===== config.mk =====
export PLATFORM = sky130hd
export DESIGN_NAME = instr_queue
export DESIGN_NICKNAME = d
export VERILOG_FILES = /design/src/rtl/cpu_pkg.sv /design/src/rtl/instr_queue_mem.sv /design/src/rtl/instr_queue.sv
export SDC_FILE = /design/constraint.sdc
export NUM_CORES = 1
export LEC_CHECK = 0
export BUFFER_PORTS_ARGS = -buffer_cell sky130_fd_sc_hd__buf_2
export CORE_AREA = 2 2 138 140
export DETAILED_ROUTE_END_ITERATION = 7
export DIE_AREA = 0 0 140 142
export SETUP_SLACK_MARGIN = 0.1
export SLEW_MARGIN = 25
export SYNTH_ARGS = -nofsm -noshare
export SYNTH_HDL_FRONTEND = slang
export SYNTH_SLANG_ARGS = --single-unit
export TNS_END_PERCENT = 50

===== constraint.sdc =====
create_clock -name clk -period 2.3 [get_ports clk]
set_clock_uncertainty 0.05 [all_clocks]
set_input_delay 0.575 -clock clk [delete_from_list [all_inputs] [get_ports clk]]
set_output_delay 0.575 -clock clk [all_outputs]
set_load 0.05 [all_outputs]

===== src/rtl/cpu_pkg.sv =====
// Shared CPU front-end types: PC/instruction widths and the fetch packet
// exchanged between fetch, the instruction queue and decode.
package cpu_pkg;

    localparam int ADDR_WIDTH  = 12;
    localparam int INSTR_WIDTH = 32;

    typedef struct packed {
        logic [ADDR_WIDTH-1:0]  pc;
        logic [INSTR_WIDTH-1:0] instr;
    } fetch_pkt_t;

endpackage


===== src/rtl/instr_queue_mem.sv =====
// Storage for the instruction queue: DEPTH fetch packets, one synchronous
// write port and one asynchronous read port.
module instr_queue_mem
    import cpu_pkg::*;
#(
    parameter int DEPTH = 4,
    parameter int PTR_W = $clog2(DEPTH)
) (
    input  logic             clk,
    input  logic             wr_en,
    input  logic [PTR_W-1:0] wr_addr,
    input  fetch_pkt_t       wr_data,
    input  logic [PTR_W-1:0] rd_addr,
    output fetch_pkt_t       rd_data
);

    fetch_pkt_t r_mem [DEPTH];

    // NOTE: the array has no reset; validity is tracked by the queue's count,
    // so clearing it would only add reset fan-out to every storage bit.
    always_ff @(posedge clk) begin
        if (wr_en) begin
            r_mem[wr_addr] <= wr_data;
        end
    end

    assign rd_data = r_mem[rd_addr];

endmodule


===== src/rtl/instr_queue.sv =====
// Fetch-to-decode decoupling FIFO: in-order {pc, instr} packets with
// valid/ready on both sides and a flush for branch redirects.
module instr_queue
    import cpu_pkg::*;
#(
    parameter int DEPTH = 4
) (
    input  logic                     clk,
    input  logic                     reset_n,
    input  logic                     flush,
    input  logic                     enq_valid,
    output logic                     enq_ready,
    input  logic [ADDR_WIDTH-1:0]    enq_pc,
    input  logic [INSTR_WIDTH-1:0]   enq_instr,
    output logic                     deq_valid,
    input  logic                     deq_ready,
    output logic [ADDR_WIDTH-1:0]    deq_pc,
    output logic [INSTR_WIDTH-1:0]   deq_instr,
    output logic [$clog2(DEPTH):0]   count
);

    localparam int PTR_W = $clog2(DEPTH);
    localparam int CNT_W = PTR_W + 1;
    localparam logic [CNT_W-1:0] FULL_COUNT = CNT_W'(DEPTH);

    logic [PTR_W-1:0] r_wr_ptr;
    logic [PTR_W-1:0] r_rd_ptr;
    logic [CNT_W-1:0] r_count;

    logic       w_enq_fire;
    logic       w_deq_fire;
    fetch_pkt_t w_wr_pkt;
    fetch_pkt_t w_head;

    // Both ready/valid come from count alone, so no deq_ready -> enq_ready path.
    assign enq_ready  = (r_count != FULL_COUNT);
    assign deq_valid  = (r_count != '0);
    assign w_enq_fire = enq_valid && enq_ready;
    assign w_deq_fire = deq_valid && deq_ready;

    assign w_wr_pkt  = '{pc: enq_pc, instr: enq_instr};
    assign deq_pc    = deq_valid ? w_head.pc    : '0;
    assign deq_instr = deq_valid ? w_head.instr : '0;
    assign count     = r_count;

    instr_queue_mem #(
        .DEPTH (DEPTH),
        .PTR_W (PTR_W)
    ) u_mem (
        .clk     (clk),
        .wr_en   (w_enq_fire && !flush),
        .wr_addr (r_wr_ptr),
        .wr_data (w_wr_pkt),
        .rd_addr (r_rd_ptr),
        .rd_data (w_head)
    );

    // NOTE: sequential state uses non-blocking assignments so every register
    // samples the pre-edge values regardless of statement order.
    always_ff @(posedge clk or negedge reset_n) begin
        if (!reset_n) begin
            r_wr_ptr <= '0;
            r_rd_ptr <= '0;
            r_count  <= '0;
        end else if (flush) begin
            r_wr_ptr <= '0;
            r_rd_ptr <= '0;
            r_count  <= '0;
        end else begin
            if (w_enq_fire) begin
                r_wr_ptr <= r_wr_ptr + PTR_W'(1);
            end
            if (w_deq_fire) begin
                r_rd_ptr <= r_rd_ptr + PTR_W'(1);
            end
            case ({w_enq_fire, w_deq_fire})
                2'b10:   r_count <= r_count + CNT_W'(1);
                2'b01:   r_count <= r_count - CNT_W'(1);
                default: r_count <= r_count;
            endcase
        end
    end

endmodule


* Yosys cells after proc, flatten, opt, wreduce, memory -nomap -nowiden
Memory sizes are Yosys's and may differ from the RTL's.
Cells that the tools add are included.
** Operators by class
- Reduce and logical (&&, ||, !) cells :: 8
- Eq/ne operators :: 3
- $add $sub $neg :: 4
- Multiplexer cells :: 10
** Operators by type and width (count)
- 32-bit two-way mux :: 1
- 12-bit two-way mux :: 1
- 2-bit two-way mux :: 4
- 3-bit one-hot mux with 2 select lines :: 1
- 3-bit nonzero test :: 2
- 2-bit by 1-bit adder with 2-bit output, second input constant :: 2
- 2-bit nonzero test :: 2
- 3-bit by 1-bit adder with 3-bit output, second input constant :: 1
- 1-bit logical AND :: 3
- 3-bit two-way mux :: 1
- 3-bit != test, second input constant :: 1
- 3-bit by 1-bit subtractor with 3-bit output, second input constant :: 1
- 2-bit by 1-bit == test with 1-bit output, second input constant :: 1
- 2-bit == test, second input constant :: 1
- 1-bit two-way mux :: 2
- 1-bit logical NOT :: 1
** Word-level totals
- Memories kept :: 1
- Input bits :: 49
- Memory bits (writable) :: 176
- Output and inout bits :: 49
- Flip-flop bits (word level) :: 7
** Memories
- u_mem.r_mem :: depth 4, bits a word 44, read ports 1, clocked after Yosys merged registers in 0, wr ports 1, line instr_queue_mem.sv:17 : fetch_pkt_t r_mem [DEPTH];

* Logic depth before layout (Yosys ltp)
- Depth in word-level cells :: 5
- Mapped depth :: 8
- Mapped depth without buffers :: 6

* Cells and area by module
From an unflattened synthesis, not the netlist that was laid out.
** Unflattened totals
- Cells, all modules :: 339
- Area, all modules :: 7298.2 sq um
** Modules (own cells, without submodules)
- instr_queue_mem :: area each 6438.7 sq um, sequential area each 5285.1 sq um, cells an instance 234, times used 1
- instr_queue :: area each 859.6 sq um, sequential area each 175.2 sq um, cells an instance 105, times used 1

* Least setup slack after synthesis
Ideal clock, no wire load.
- Path type :: register to register
- Start :: register r_count[0], in the netlist count[0]
- End :: memory u_mem.r_mem[0][0] (netlist bit), enable pin
- Setup slack :: -0.826 ns
- Setup time :: 0.406 ns
- Path buffers :: 1
- Period minus slack after synthesis :: 3.126 ns
- Arrival time :: 2.670 ns
- Data required time :: 1.844 ns
- Cell stages (with the launch flop) :: 6
- Path through :: dfrtp_1 > buf_6 > or3b_1 > nand2_2 > nor2_1 > and2_1
** Between the ends
- Word-level cells in the longest chain between the ends :: 5
** Ends and longest elaborated chain
- start, declared :: line instr_queue.sv:28 : logic [CNT_W-1:0] r_count;
- start signal, assigned :: line instr_queue.sv:77 : 2'b10: r_count <= r_count + CNT_W'(1);
- start signal, assigned :: line instr_queue.sv:78 : 2'b01: r_count <= r_count - CNT_W'(1);
- start signal, assigned :: line instr_queue.sv:79 : default: r_count <= r_count;
- 3-bit != test :: line instr_queue.sv:36 : assign enq_ready = (r_count != FULL_COUNT);
- via enq_ready :: line instr_queue.sv:12 : output logic enq_ready,
- 1-bit logical AND :: line instr_queue.sv:38 : assign w_enq_fire = enq_valid && enq_ready;
- 1-bit logical AND :: line instr_queue.sv:51 : .wr_en (w_enq_fire && !flush),
- 1-bit two-way mux :: line instr_queue_mem.sv:22 : if (wr_en) begin
- 1-bit two-way mux (not written as such) :: line instr_queue_mem.sv:23 : r_mem[wr_addr] <= wr_data;
- end, declared :: line instr_queue_mem.sv:17
The timed path passes the listed nets, and every way through them passes these cells.

* Worst setup path in the final report
- Start :: register r_rd_ptr[0]
- End :: output port deq_instr[19]
** Between the ends
- Word-level cells in the longest chain between the ends :: 2
** Ends and longest elaborated chain
- start, declared :: line instr_queue.sv:27 : logic [PTR_W-1:0] r_rd_ptr;
- start signal, assigned :: line instr_queue.sv:74 : r_rd_ptr <= r_rd_ptr + PTR_W'(1);
- memory 4 x 44 bit
- 32-bit two-way mux :: line instr_queue.sv:43 : assign deq_instr = deq_valid ? w_head.instr : '0;
- end, declared :: line instr_queue.sv:18 : output logic [INSTR_WIDTH-1:0] deq_instr,
No other way between the ends.

==> impl_metrics.sql <==
INSERT INTO impl_metrics (metric_group, metric, value, unit) VALUES
('detailed_routing', 'drt-total-wl', '13.7', 'mm'),
('sta', 'post-route-period-util', '114', '%'),
('detailed_routing', 'via_count', '3554', ''),
('global_routing', 'grt_max_degree', '34', ''),
('floorplanning', 'chipHeight', '142', 'um'),
('cts', 'clock_path_buffers', '2', ''),
('worst_hold_path', 'hold-path-endpoint', 'u_mem.r_mem[1][26]', ''),
('detailed_routing', 'antenna_left', '0', ''),
('setup_path', 'crit_arrival', '1.99', 'ns'),
('worst_hold_path', 'timing.hold.worst.start', 'enq_instr[26]', ''),
('detailed_routing', 'drt_iter0_drcs', '203', ''),
('sta', 'post-route-worst-setup-slack', '-0.316', 'ns'),
('setup_path', 'r2r_setup_slack', '0.20', 'ns'),
('pwr', 'power_per_cell_area', '1020', 'mW/mm^2'),
('setup_path', 'worst_setup_path_start_kind', 'register', ''),
('synth', 'synth-async-reset-ratio', '3.83', '%'),
('place', 'gp_congestion', '0.741', ''),
('pwr', 'p_clk_share', '32.2', '%'),
('setup_path', 'timing.critical_path.cells', 'buf_4 -> clkbuf_16 -> mux4_2 -> and2_4 -> buf_6', ''),
('setup_path', 'required', '1.67', 'ns'),
('worst_hold_path', 'min_delay_path_depth', '1', ''),
('synth', 'synth.yosys.seq_area_share', '75.1', '%'),
('setup_path', 'cp_top_family', 'flip-flops', ''),
('synth', 'post_syn_nets', '398', ''),
('synth', 'synth_cell_types', '33', ''),
('cts', 'number_of_h_tree_branching_levels', '4', ''),
('sta', 'timing.max_slew.rel_slack', '68.7', '%'),
('global_routing', 'via_count_of_the_first_global_routing_pass', '3718', ''),
('sta', 'finalSetupViolCount', '44', ''),
('pwr', 'leakagePower', '3.21', 'nW'),
('floorplanning', 'die_w', '140', 'um'),
('synth', 'yosysWarningCount', '0', ''),
('setup_path', 'critPathBufInv', '3', ''),
('global_routing', 'globalRoute.totalOverflow', '0', ''),
('synth', 'postSynthAreaPerCell', '21.1', 'um^2'),
('sta', 'setup_repair_after_global_routing_missed_its_margin', 'yes', ''),
('cts', 'tritoncts.num_buffers', '17', ''),
('synth', 'synth-edff-count', '176', ''),
('cells_and_area', 'layout.nets', '520', ''),
('sta', 'hold_viol_final', '0', ''),
('setup_path', 'worst-setup-path-type', 'reg -> out', ''),
('place', 'portBuffers', '97', ''),
('synth', 'ys_ff_latch', '183', ''),
('detailed_routing', 'dr_vias_cell', '4.98', ''),
('synth', 'post_synth_instance_area', '0.00727', 'mm^2'),
('setup_path', 'cp_slowest_stage_delay', '0.52', 'ns'),
('outcome', 'status', 'complete, but fails checks', ''),
('cells_and_area', 'flow.area_growth_from_synthesis', '26.6', '%'),
('floorplanning', 'initial_utilization', '39.4', '%'),
('sta', 'fin_hold_ws', '0.312', 'ns'),
('pwr', 'internal-power', '6.63', 'mW'),
('cells_and_area', 'antennaDiodeCount', '0', ''),
('detailed_routing', 'detailedRoute.firstPassIterationCount', '8', ''),
('floorplanning', 'die_area', '0.0199', 'mm^2'),
('place', 'dpl_wire_length', '8.35', 'mm'),
('pwr', 'sequentialPowerShare', '41.2', '%'),
('setup_path', 'endpoint_kind', 'output port', ''),
('outcome', 'violations', 'DRC, setup timing', ''),
('sta', 'max_freq', '0.382', 'GHz'),
('cts', 'path_clk_slew', '0.07', 'ns'),
('floorplanning', 'core_region_area', '0.0185', 'mm^2'),
('place', 'placement.cell_area', '0.00819', 'mm^2'),
('cells_and_area', 'fraction_of_layout_cells_with_a_size_suffix_above_1', '50.9', '%'),
('setup_path', 'cpMaxStageDelayCell', 'dfrtp_4', ''),
('detailed_routing', 'drc', '3', ''),
('global_routing', 'groute.usage.overall', '14.4', '%'),
('pwr', 'part_of_the_total_power_dissipated_in_combinational_logic', '26.6', '%'),
('floorplanning', 'std_cell_rows', '50', ''),
('synth', 'postSynth.topFlopCell', 'edfxtp_1', ''),
('sta', 'timing_max_transition_violations_final', '0', ''),
('setup_path', 'critical_path.reg2reg.endpoint', 'count[1]', '');
synth_stat cells (2+ instances only):
cell type  count  area share (%)
a21oi_1        4            0.28
and2_1        48             4.1
buf_12         4             1.1
buf_2          7            0.48
buf_6          3            0.46
clkbuf_1       5            0.26
dfrtp_1        7             2.4
edfxtp_1     176              73
ha_1           4            0.69
inv_1          5            0.26
mux4_1         6             2.2
mux4_2        38              12
nand2_1        2            0.10
nand3_1        3            0.21
nor2_1         9            0.46
o21a_1         2            0.21
o21ai_0        2            0.14
o22ai_1        2            0.17
xnor2_1        2            0.24
xor2_1         2            0.24
final cells by class:
class / instances / area (um^2)
fill: 1518 / 9240
sequential: 183 / 5470
multi-input combinational: 136 / 1700
timing repair buffer: 123 / 1120
clock buffer: 17 / 425
tap: 234 / 293
clock inverter: 15 / 194
inverter: 5 / 18.8
state kept, by name (all words and copies together), names as in the netlist:
name,flops
r_wr_ptr,2
u_mem.r_mem,176
count,3
r_rd_ptr,2
how the worst max path moves through the flow:
| stage | startpoint | to | slack, ns | cells past startpoint |
|---|---|---|---|---|
| floorplan | count[2] | count[1] | -0.10 | 8 |
| global placement | r_rd_ptr[0] | deq_pc[3] | 0.09 | 4 |
| detailed placement | r_rd_ptr[0] | deq_pc[0] | 0.09 | 4 |
| CTS | r_rd_ptr[0] | deq_instr[0] | -0.36 | 4 |
| global route | r_rd_ptr[0] | deq_instr[1] | -0.38 | 5 |
| finish | r_rd_ptr[0] | deq_instr[19] | -0.32 | 5 |
metrics by stage:
step / util, % / setup WS [ns] / total power [mW]
after floorplan: - / -0.102 / 5.49
after global placement: 44.4 / 0.0935 / 5.97
after detailed placement: 44.4 / 0.0882 / 5.98
after CTS: 49.5 / -0.361 / 9.41
after global routing: 49.9 / -0.378 / 9.73
final: 49.9 / -0.316 / 9.36
power by group through the flow:
| stage | logic [mW] | registers, mW | clock network, mW |
|---|---|---|---|
| 6_report | 2.49 | 3.86 | 3.01 |
| 5_1_grt | 2.64 | 3.87 | 3.22 |
| 4_1_cts | 2.46 | 3.86 | 3.09 |
| 3_5_place_dp | 2.05 | 3.93 | 0 |
| 3_3_place_gp | 2.04 | 3.92 | 0 |
| 2_1_floorplan | 1.56 | 3.93 | 0 |
cells by family after synthesis:
logic type	count (synthesis)	synth area share, %
buffers and inverters	25	2.67
xor gates and xnor gates	4	0.482
DFF	183	75.1
adders and majority gates	5	0.963
AOI/OAI and AO/OA	14	1.26
muxes	45	14.1
and+or+nand+nor	68	5.50
layout by cell type (no fill, tap or decap), drive strengths merged, types with 2 or more instances in the layout:
cell / synthesis / layout
nor2: 9 / 9
o21a: 2 / 2
mux4: 44 / 44
xnor2: 2 / 2
buf: 15 / 120
o21ai: 2 / 2
dfrtp: 7 / 7
bufinv: 0 / 3
clkinv: 0 / 4
xor2: 2 / 2
edfxtp: 176 / 176
o22ai: 2 / 2
a21oi: 4 / 4
clkbuf: 5 / 19
and2: 48 / 48
inv: 5 / 11
ha: 4 / 4
clkinvlp: 0 / 2
nand2: 3 / 3
nand3: 3 / 3
per-layer routing:
metal / vias to the layer above / wire length (um) / global-route usage (%) / part of all wire, %
met4: 0 / 223 / 5.58 / 1.6
met2: 83 / 6860 / 23.5 / 50
met5: - / 0 / 0 / 0
met3: 15 / 543 / 3.33 / 4.0
met1: 1835 / 6030 / 19.0 / 44
li1: 1621 / - / - / -
repair_timing:
action,4_1_cts,5_1_grt
hold buffers,1,0
cloned,0,2
gates resized for setup,117,3
setup endpoints to repair,46,46
pin swaps,1,0
hold endpoints to repair,7,0
setup buffers,0,4
Power figures use the tool's default switching activity.
